### src/rtl/conv3x3_s2_sequencer.sv
// ---------------------------------------------------------------------------
// conv3x3_s2_sequencer
//   Controller for the layer0 conv datapath (mac_int8 -> bias add ->
//   leaky_relu -> requantize). Walks every output position (oh, ow) and
//   output channel ch of a 3x3 stride-2 convolution over a pre-padded INT8
//   map, issuing CIN*9 MACs per output, then bias add, leaky, requantize,
//   and one INT8 write to the output buffer.
//
// Ports
//   clk, rst_n             clock (rising edge), async active-low reset
//   start, scale_in        1-cycle start pulse, Q16 scale sampled on start
//   busy, done             pass in progress / 1-cycle end-of-pass pulse
//   act_*, wgt_*, bias_*   sync-read memory ports (data one cycle after addr)
//   mac_*                  mac_int8 issue / result
//   leaky_*                leaky_relu issue / result
//   req_*                  requantize issue / result
//   out_we/addr/data       output buffer write port
//
// Handshake: every *_valid and out_we is a single-cycle issue pulse raised
// only in its issue state; the matching *_done is looked at only in the
// state that waits for it, so early or stray done pulses are ignored.
// ---------------------------------------------------------------------------
module conv3x3_s2_sequencer #(
    parameter int CIN    = 3,
    parameter int H_PAD  = 9,
    parameter int W_PAD  = 9,
    parameter int H_OUT  = 4,
    parameter int W_OUT  = 4,
    parameter int NUM_CH = 32,
    parameter int STRIDE = 2,
    parameter int AW     = 16
) (
    input  logic          clk,
    input  logic          rst_n,
    input  logic          start,
    input  logic [15:0]   scale_in,
    output logic          busy,
    output logic          done,
    output logic [AW-1:0] act_addr,
    input  logic [7:0]    act_rdata,
    output logic [AW-1:0] wgt_addr,
    input  logic [7:0]    wgt_rdata,
    output logic [AW-1:0] bias_addr,
    input  logic [31:0]   bias_rdata,
    output logic          mac_valid,
    output logic [7:0]    mac_weight,
    output logic [7:0]    mac_act,
    output logic [31:0]   mac_acc_in,
    input  logic [31:0]   mac_acc_out,
    input  logic          mac_done,
    output logic          leaky_valid,
    output logic [31:0]   leaky_x,
    input  logic [31:0]   leaky_y,
    input  logic          leaky_done,
    output logic          req_valid,
    output logic [31:0]   req_acc,
    output logic [15:0]   req_scale,
    input  logic [7:0]    req_out,
    input  logic          req_done,
    output logic          out_we,
    output logic [AW-1:0] out_addr,
    output logic [7:0]    out_data
);

    localparam logic [AW-1:0] LAST_TAP = AW'(CIN * 9 - 1);
    localparam logic [AW-1:0] LAST_OH  = AW'(H_OUT - 1);
    localparam logic [AW-1:0] LAST_OW  = AW'(W_OUT - 1);
    localparam logic [AW-1:0] LAST_CH  = AW'(NUM_CH - 1);
    localparam logic [AW-1:0] PLANE    = AW'(H_PAD * W_PAD);
    localparam logic [AW-1:0] WP       = AW'(W_PAD);
    localparam logic [AW-1:0] ST       = AW'(STRIDE);
    localparam logic [AW-1:0] WO       = AW'(W_OUT);
    localparam logic [AW-1:0] NC       = AW'(NUM_CH);
    localparam logic [AW-1:0] TAPS     = AW'(CIN * 9);
    localparam logic [AW-1:0] K_LAST   = AW'(2);

    typedef enum logic [3:0] {
        S_IDLE, S_FETCH, S_ISSUE, S_WAIT_MAC, S_BIAS_RD, S_LEAKY,
        S_WAIT_LEAKY, S_REQ, S_WAIT_REQ, S_WRITE, S_DONE
    } state_t;

    state_t        state_q, state_d;
    logic [AW-1:0] oh_q, oh_d, ow_q, ow_d, ch_q, ch_d;
    // Tap index i plus its decoded form (c, ky, kx), stepped together so the
    // address path needs no divide by 9 / 3.
    logic [AW-1:0] i_q, i_d, c_q, c_d, ky_q, ky_d, kx_q, kx_d;
    logic [31:0]   acc_q, acc_d, leaky_q, leaky_d;
    logic [7:0]    res_q, res_d;
    logic [15:0]   scale_q, scale_d;

    logic [AW-1:0] act_calc, wgt_calc, out_calc;
    assign act_calc = c_q * PLANE + (oh_q * ST + ky_q) * WP + ow_q * ST + kx_q;
    assign wgt_calc = ch_q * TAPS + i_q;
    assign out_calc = (oh_q * WO + ow_q) * NC + ch_q;

    always_comb begin
        state_d = state_q;
        oh_d = oh_q;  ow_d = ow_q;  ch_d = ch_q;
        i_d = i_q;    c_d = c_q;    ky_d = ky_q;  kx_d = kx_q;
        acc_d = acc_q;  leaky_d = leaky_q;  res_d = res_q;  scale_d = scale_q;

        busy        = (state_q != S_IDLE) && (state_q != S_DONE);
        done        = 1'b0;
        act_addr    = '0;
        wgt_addr    = '0;
        bias_addr   = '0;
        mac_valid   = 1'b0;
        mac_weight  = '0;
        mac_act     = '0;
        mac_acc_in  = '0;
        leaky_valid = 1'b0;
        leaky_x     = '0;
        req_valid   = 1'b0;
        req_acc     = '0;
        req_scale   = scale_q;
        out_we      = 1'b0;
        out_addr    = '0;
        out_data    = '0;

        case (state_q)
            S_IDLE: begin
                if (start) begin
                    scale_d = scale_in;
                    oh_d = '0;  ow_d = '0;  ch_d = '0;
                    i_d = '0;   c_d = '0;   ky_d = '0;  kx_d = '0;
                    acc_d = '0;
                    state_d = S_FETCH;
                end
            end
            S_FETCH: begin
                act_addr = act_calc;
                wgt_addr = wgt_calc;
                state_d  = S_ISSUE;
            end
            S_ISSUE: begin
                mac_valid  = 1'b1;
                mac_weight = wgt_rdata;
                mac_act    = act_rdata;
                mac_acc_in = acc_q;
                state_d    = S_WAIT_MAC;
            end
            S_WAIT_MAC: begin
                if (mac_done) begin
                    acc_d = mac_acc_out;
                    if (i_q == LAST_TAP) begin
                        state_d = S_BIAS_RD;
                    end else begin
                        i_d = i_q + 1'b1;
                        if (kx_q == K_LAST) begin
                            kx_d = '0;
                            if (ky_q == K_LAST) begin
                                ky_d = '0;
                                c_d  = c_q + 1'b1;
                            end else begin
                                ky_d = ky_q + 1'b1;
                            end
                        end else begin
                            kx_d = kx_q + 1'b1;
                        end
                        state_d = S_FETCH;
                    end
                end
            end
            S_BIAS_RD: begin
                bias_addr = ch_q;
                state_d   = S_LEAKY;
            end
            S_LEAKY: begin
                leaky_valid = 1'b1;
                leaky_x     = acc_q + bias_rdata;   // wraps, no saturation
                state_d     = S_WAIT_LEAKY;
            end
            S_WAIT_LEAKY: begin
                if (leaky_done) begin
                    leaky_d = leaky_y;
                    state_d = S_REQ;
                end
            end
            S_REQ: begin
                req_valid = 1'b1;
                req_acc   = leaky_q;
                state_d   = S_WAIT_REQ;
            end
            S_WAIT_REQ: begin
                if (req_done) begin
                    res_d   = req_out;
                    acc_d   = '0;
                    state_d = S_WRITE;
                end
            end
            S_WRITE: begin
                out_we   = 1'b1;
                out_addr = out_calc;
                out_data = res_q;
                i_d = '0;  c_d = '0;  ky_d = '0;  kx_d = '0;
                state_d = S_FETCH;
                if (ch_q != LAST_CH) begin
                    ch_d = ch_q + 1'b1;
                end else begin
                    ch_d = '0;
                    if (ow_q != LAST_OW) begin
                        ow_d = ow_q + 1'b1;
                    end else begin
                        ow_d = '0;
                        if (oh_q != LAST_OH) begin
                            oh_d = oh_q + 1'b1;
                        end else begin
                            oh_d    = '0;
                            state_d = S_DONE;
                        end
                    end
                end
            end
            S_DONE: begin
                done    = 1'b1;   // start seen here is deliberately dropped
                state_d = S_IDLE;
            end
            default: state_d = S_IDLE;
        endcase
    end

    always_ff @(posedge clk or negedge rst_n) begin
        if (!rst_n) begin
            state_q <= S_IDLE;
            oh_q <= '0;  ow_q <= '0;  ch_q <= '0;
            i_q <= '0;   c_q <= '0;   ky_q <= '0;  kx_q <= '0;
            acc_q <= '0;  leaky_q <= '0;  res_q <= '0;  scale_q <= '0;
        end else begin
            state_q <= state_d;
            oh_q <= oh_d;  ow_q <= ow_d;  ch_q <= ch_d;
            i_q <= i_d;    c_q <= c_d;    ky_q <= ky_d;  kx_q <= kx_d;
            acc_q <= acc_d;  leaky_q <= leaky_d;  res_q <= res_d;  scale_q <= scale_d;
        end
    end

endmodule

### config.mk
export PLATFORM = sky130hd
export DESIGN_NAME = conv3x3_s2_sequencer
export DESIGN_NICKNAME = d
export VERILOG_FILES = /design/src/rtl/conv3x3_s2_sequencer.sv
export SDC_FILE = /design/constraint.sdc
export NUM_CORES = 1
export LEC_CHECK = 0
export BUFFER_PORTS_ARGS = -buffer_cell sky130_fd_sc_hd__buf_4
export CAP_MARGIN = 20
export CORE_AREA = 4 4 245 151
export DETAILED_ROUTE_END_ITERATION = 12
export DIE_AREA = 0 0 249 155
export PLACE_DENSITY_LB_ADDON = 0.05
export SYNTH_ARGS = -nofsm -noshare
export SYNTH_HDL_FRONTEND = slang
export SYNTH_SLANG_ARGS = --single-unit
### constraint.sdc
create_clock -name clk -period 8.3 [get_ports clk]
set_input_delay 0.415 -clock clk [delete_from_list [all_inputs] [get_ports clk]]
set_output_delay 0.415 -clock clk [all_outputs]
set_load 0.005 [all_outputs]
=== Word level (Yosys, flattened, before mapping) ===
Index checks and enable logic that the tools add are counted.
W data, S select, Z words.

* Register bits: 204

* Multiply operators: 3
* Mux-type cells: 55
* Add/sub/neg operators: 15
* Equal/unequal tests: 26
* Reductions and logical operators: 17

{| class="wikitable"
|+ Operators by type and width
! kind !! count
|-
| $mux W16 || 24
|-
| $mux W32 || 6
|-
| $pmux W16 S3 || 4
|-
| $add A16 B1 Y16 const B || 7
|-
| $add A16 B16 Y16 || 6
|-
| $pmux W16 S2 || 3
|-
| $pmux W32 S3 || 1
|-
| $pmux W4 S10 || 1
|-
| $add A32 B32 Y32 || 1
|-
| $eq A16 B2 Y1 const B || 2
|-
| $ne A16 B2 Y1 const B || 2
|-
| $mux W4 || 7
|-
| $mux W8 || 3
|-
| $ne A2 B2 Y1 const B || 9
|-
| $eq A16 B5 Y1 const B || 1
|-
| $eq A4 B3 Y1 const B || 4
|-
| $mul A16 B4 Y16 const B || 1
|-
| $mul A16 B5 Y16 const B || 1
|-
| $mul A16 B7 Y16 const B || 1
|-
| $ne A16 B5 Y1 const B || 1
|-
| $reduce_and A4 Y1 || 4
|-
| $eq A4 B4 Y1 const B || 3
|-
| $add A11 B11 Y11 || 1
|-
| $eq A4 B2 Y1 const B || 2
|-
| other kinds (13) || 21
|}

=== Logic depth before layout (Yosys ltp) ===
Gate-level depths: netlist of the first run.

* Depth in word-level cells: 6
* Depth in mapped cells: 24

=== Worst setup path before layout of the first run ===
Ideal clock, no wire load.

* Path type: reg-to-output
* From: register oh_q[0]
* To: output act_addr[15]
* Data required time: 7885 ps
* Arrival: 5888 ps
* Path slack: 1997 ps
* Cell stages (with the launch flop): 24
* Path through: dfrtp_1 > ha_1 > fa_1 > a21oi_1 > a2bb2oi_1 > a21oi_1 > nand4_1 > and3b_1 > xnor2_1 > ha_1 > ha_1 > fa_1 > fa_1 > inv_1 > fa_1 > inv_1 > ha_1 > and3_1 > a221o_1 > o21ai_0 > a21oi_1 > xnor2_1 > xnor2_1 > mux2_1

* Word-level cells in the longest chain between the ends: 6

{| class="wikitable"
|+ RTL lines
! item !! RTL line !! RTL
|-
| start, declared || 83 || <nowiki>logic [AW-1:0] oh_q, oh_d, ow_q, ow_d, ch_q, ch_d;</nowiki>
|-
| start signal, assigned || 230 || <nowiki>oh_q <= oh_d; ow_q <= ow_d; ch_q <= ch_d;</nowiki>
|-
| $add A16 B16 Y16 || 92 || <nowiki>assign act_calc = c_q * PLANE + (oh_q * ST + ky_q) * WP + ow_q * ST + kx_q;</nowiki>
|-
| $mul A16 B4 Y16 || 92 ||
|-
| $add A16 B16 Y16 (3 in series) || 92 ||
|-
| $mux W16 || 120 || <nowiki>case (state_q)</nowiki>
|-
| end, declared || 39 || <nowiki>output logic [AW-1:0] act_addr,</nowiki>
|}

Every way passes these cells.

=== Worst setup path after layout of the first run ===
Same ends and word-level chain as after synthesis.

==> results of run 1 <==
[synthesized netlist by cell type, types with 4 or more instances]
cell	number	area, sq um
nand4_1	29	181
nor2_1	147	552
or2_2	5	31.3
a211oi_1	11	82.6
a21boi_0	9	67.6
ha_1	181	2260
xnor2_1	78	683
a31oi_1	12	75.1
xor2_1	56	490
a21o_1	23	173
nand3b_1	4	30.0
mux2_2	41	462
buf_1	4	15.0
nor4_1	17	106
nand2_1	154	578
o31ai_1	9	67.6
o21bai_1	6	45.0
nand3_1	46	230
inv_1	219	822
o21a_1	11	82.6
nor3_1	38	190
o21ai_1	4	20.0
o211ai_1	8	60.1
a22o_1	35	307
nor2b_1	15	93.8
fa_1	95	1900
and2_1	83	519
buf_2	4	20.0
dfrtp_1	204	5100
nor3b_1	8	60.1
or3_1	28	175
a21oi_1	84	420
o21ai_0	134	671
and3_1	71	444
clkbuf_1	54	203
nand2b_1	21	131
[final timing paths]
path | cells after the start | end | slack (ns)
setup / recovery | 24 | act_addr[15] | 0.70
hold / removal | 3 | req_scale[13] | 0.06
setup reg to reg | 8 | oh_q[14] | 4.23
hold reg to reg | 2 | req_scale[1] | 0.48
max in group asynchronous | 3 | req_scale[6] | 6.45
min in group asynchronous | 2 | c_q[4] | 0.40
[routing by layer]
layer	GRT usage [%]	part of all wire, %
met1	40.5	46
met2	41.2	43
met3	6.62	8.2
met4	6.51	2.5
met5	0	0.024
[registers in the layout, indices dropped and copies added, names as in the netlist]
name / flops
i_q: 16
ch_q: 16
c_q: 16
req_scale: 16
ky_q: 16
leaky_q: 32
res_q: 8
state_q: 4
acc_q: 32
oh_q: 16
kx_q: 16
ow_q: 16
[final cells by class]
type / instances / area, sq um
Inverter: 220 / 826
Multi-Input combinational cell: 1519 / 11800
Fill cell: 2999 / 12800
Timing Repair Buffer: 365 / 2780
Clock buffer: 29 / 648
Tap cell: 467 / 584
Sequential cell: 204 / 5100
Clock inverter: 11 / 114
[where the power goes]
group	total, mW	internal (mW)	switching [mW]
logic	1.74	0.725	1.01
registers	1.27	1.13	0.139
clock network	1.07	0.614	0.454
[layout by cell type, fill, tap and decap left out, types with 28 or more instances in the layout]
cell type	instances
nand4_1	29
ha_1	181
a22o_1	35
o21ai_0	134
a21oi_1	84
and3_1	71
inv_1	219
xor2_1	56
nor3_1	37
buf_4	361
and2_1	83
or3_1	28
dfrtp_1	204
xnor2_1	78
nor2_1	146
fa_1	95
mux2_2	41
nand3_1	46
nand2_1	154
[logic make-up (layout without fill, tap and decap cells)]
group,count (synthesis),after routing,share of synthesized area (%)
compound gates,369,369,12.9
xor+xnor,134,134,6.54
fa+ha+maj,276,276,23.2
buf+inv,284,625,6.01
flops,204,204,28.4
mux,45,45,2.80
simple gates,695,695,20.2
[worst max-delay path, stage by stage (launching register included)]
cell	delay (ns)
dfrtp_1	0.44
ha_1	0.27
fa_1	0.42
a21oi_1	0.21
a2bb2oi_1	0.27
a21oi_1	0.12
nand4_1	0.12
and3b_1	0.17
xnor2_1	0.17
ha_1	0.29
ha_1	0.32
fa_1	0.51
fa_1	0.54
inv_1	0.05
fa_1	0.53
inv_1	0.04
ha_1	0.33
and3_1	0.18
a221o_1	0.32
o21ai_0	0.34
a21oi_1	0.16
xnor2_1	0.19
xnor2_1	0.15
mux2_1	0.35
buf_4	0.14
==> impl_metrics.toml, run 1 <==
[clocking]
post_cts_buffers = 0
htreeDepth = 1
cts_buffer_depth = 3
cts_sinks = 204
clkTransAtPathRegs_ns = 0.06
cts_buffers = 23
post_cts_resized = 0
root_buffer = "clkbuf_16"
holdBufCountCts = 1
insertion_delay_ns = 0.54
tritoncts = "done"

[place]
gp_congestion = 0.905
dp_slack_ns = 1.29
postPlaceCellArea_sq_um = 21000
dp_cells = 2772
port_buffers = 347
dp_hpwl_um = 43200

[timing]
rsz0062_at_grt = "no"
tightestPinTransition_ns = 1.07
fmax_mhz = 132
whs_ns = 0.0641
finalMaxSlewViolations = 0
fin_crit_ns = 7.60
setup_slack_ns = 0.705
clock-skew-final_ns = 0.0126
period_share_pct = 91.5
tns_ns = 0
final-hold-violation-count = 0
slew_headroom_pct = 28.3
setup_viol = 0

[drt]
drcViolationCount = 0
vias = 15962
dr.pass1.iters = 8
wl_per_cell_um = 19.5
vias_per_cell = 5.67
wl_um = 54800
ant_nets = 0
drt-initial-drc-count = 1305

[floorplan]
ioPinCount = 348
initial_core_util_pct = 51.8
core_sq_um = 34700
die_x_um = 249
die_h_um = 155
num_rows = 53
die_area_sq_um = 38600

[yosys]
yosysWarnings = 0
syn_inst = 2007
ys_types = 75
ys_seq_area_share_pct = 28.4
syn_area_sq_um = 18000
synth_nets = 2425
synth_edf_count = 0
synth_ff_type = "dfrtp_1"
async_flop_share_pct = 100
ys_ff_latch = 204
synth_area_per_cell_sq_um = 8.95

[hold_path]
min-delay-start = "scale_in[13]"
hold_path.class = "in -> reg"

[worst_setup_path]
arrival_ns = 7.18
worstSetupPathType = "reg -> out"
crit_path_start = "oh_q[0]"
cp-start-kind = "flop"
timing.rr.start = "state_q[3]"
worstPathRequired_ns = 7.89
cp-end-kind = "output port"
critPathMaxFanout = 6

[layout]
syn_to_final_growth_pct = 21.6
final_util_pct = 63.0
layout-drive-gt1-share_pct = 20.4
final_area_sq_um = 21800
fin_cells = 2815
final_nets = 2751
diodes = 0

[power]
ir_worst_vdd_mv = 0.181
p_leak_nw = 11.5
power_mw = 4.08
power_density_nw_per_um2 = 187

[global_route]
grt_max_degree = 75
grt_use_total_pct = 27.5
grt-ovfl-total = 0
grt_pass1_vias = 15697
grt_pass1_wl_um = 86000
antenna_found_initial = 1

[flow_run]
cap_violations = 0

[status]
outcome = "finished, final reports clean"
Power figures use the tool's default switching activity.
==> inputs of run 2 (changes only) <==
==> constraint.sdc (replaced) <==
create_clock -name clk -period 9.4 [get_ports clk]
set_input_delay 0.47 -clock clk [delete_from_list [all_inputs] [get_ports clk]]
set_output_delay 0.47 -clock clk [all_outputs]
set_load 0.005 [all_outputs]
==> impl_metrics.toml, run 2 (synthesis results as in run 1) <==
[clocking]
root_buffer = "clkbuf_16"
cts_sinks = 204
post_cts_resized = 0
post_cts_buffers = 0
insertion_delay_ns = 0.55
tritoncts = "done"
htreeDepth = 1
cts_buffers = 23
cts_buffer_depth = 3
clkTransAtPathRegs_ns = 0.06

[hold_path]
min-delay-start = "scale_in[14]"
min_path_cells = 3
hold_path.class = "in -> reg"
hold_end = "req_scale[14]"

[place]
gp_congestion = 0.905
dp_hpwl_um = 43100
postPlaceCellArea_sq_um = 21000
port_buffers = 347
dp_cells = 2772

[timing]
tightestPinTransition_ns = 1.07
tns_ns = 0
rsz0062_at_grt = "no"
final-hold-violation-count = 0
fmax_mhz = 131
slew_headroom_pct = 28.7
finalMaxSlewViolations = 0
whs_ns = 0.119
setup_viol = 0
period_share_pct = 81.5
fin_crit_ns = 7.66
clock-skew-final_ns = 0.0164

[layout]
final_cell_mix = "361 x buf_4, 219 x inv_1, 204 x dfrtp_1"
reg_top3 = "acc_q (32), leaky_q (32)"
fin_cells = 2815
diodes = 0
layout-drive-gt1-share_pct = 20.3
final_nets = 2750
syn_to_final_growth_pct = 21.2
layout_commonest_cell = "buf_4"
final_area_sq_um = 21800

[global_route]
grt_max_degree = 75
grt_pass1_wl_um = 85900
grt_pass1_vias = 15586
grt-ovfl-total = 0
grt_use_total_pct = 27.3
antenna_found_initial = 0

[drt]
vias_per_cell = 5.61
vias = 15781
drt-initial-drc-count = 1243
wl_um = 54300
wl_per_cell_um = 19.3
ant_nets = 0
dr.pass1.iters = 7
drcViolationCount = 0

[worst_setup_path]
timing.rr.start = "state_q[3]"
arrival_ns = 7.19
worstSetupPathType = "reg -> out"
cp-start-kind = "flop"
ff2ff_setup_slack_ns = 5.39
reg2reg_to = "oh_q[14]"
r2r_cells = 8
critPathMaxFanout = 6
worstPathRequired_ns = 8.93
cp-end-kind = "output port"

[floorplan]
die_h_um = 155
die_area_sq_um = 38600
core_sq_um = 34700
die_x_um = 249
num_rows = 53
ioPinCount = 348
initial_core_util_pct = 51.8

[power]
p_sw_mw = 1.41
clkPwrFrac_pct = 25.4
ir_worst_vdd_mv = 0.160
seqPwrFrac_pct = 31.5
power.internal_mw = 2.14
p_leak_nw = 11.5
netSwitchingFraction_pct = 39.8
power_density_nw_per_um2 = 163
power_mw = 3.55
power_frac_comb_pct = 43.1

[flow_run]
cap_violations = 0

[status]
outcome = "finished, final reports clean"
## run 2: critical path, cell delays in order, from the launching register on
cell and delay [ns]:
dfrtp_1 0.45, ha_1 0.27, fa_1 0.42, a21oi_1 0.23, a2bb2oi_1 0.28, a21oi_1 0.12
nand4_1 0.12, and3b_1 0.17, xnor2_1 0.17, ha_1 0.29, ha_1 0.32, fa_1 0.51
fa_1 0.54, inv_1 0.05, fa_1 0.53, inv_1 0.04, ha_1 0.33, and3_1 0.18
a221o_1 0.32, o21ai_0 0.32, a21oi_1 0.15, xnor2_1 0.19, xnor2_1 0.15, mux2_1 0.35
buf_4 0.14
## run 2: how the worst max path moves through the flow
stage	slack (ns)	end	start
2_1_floorplan	3.04	act_addr[15]	oh_q[0]
3_3_place_gp	2.50	act_addr[15]	oh_q[0]
3_5_place_dp	2.35	act_addr[15]	oh_q[0]
4_1_cts	1.76	act_addr[15]	oh_q[0]
5_1_grt	1.37	act_addr[15]	oh_q[0]
6_report	1.74	act_addr[15]	oh_q[0]
## run 2: metrics by stage
| stage | worst slack, ns | utilization [%] |
|---|---|---|
| 2_1_floorplan | 3.04 | - |
| 3_3_place_gp | 2.50 | 60.6 |
| 3_5_place_dp | 2.35 | 60.6 |
| 4_1_cts | 1.76 | 62.7 |
| 5_1_grt | 1.37 | 62.8 |
| 6_report | 1.74 | 62.8 |
## run 2: area by class of cell
class                      instances  area (sq um)
clock buffer                      29           628
clock inverter                    12          93.8
fill                            2998         12900
inverter                         220           826
multi-input combinational       1519         11800
tap                              467           584
timing repair buffer             364          2750
sequential                       204          5100
## run 2: routing by layer
metal  track usage (%)  part of all wire (%)  vias to the layer above
met5                 0                     0                        -
met4              5.23                   2.0                        0
met3              6.30                   8.2                       68
met2              41.2                    43                      498
met1              40.6                    47                     7737
li1                  -                     -                     7478
## run 2: timing repair
action                                  CTS  global route
hold buffers                              1             0
endpoints found under the setup margin    0             0
hold endpoints to repair                 58             0
## run 2: power groups by stage
stage | combinational, mW | clock [mW] | sequential, mW
floorplan | 0.983 | 0 | 1.09
global placement | 1.48 | 0 | 1.13
detailed placement | 1.51 | 0 | 1.13
CTS | 1.52 | 0.919 | 1.12
global route | 1.70 | 0.950 | 1.14
finish | 1.53 | 0.903 | 1.12
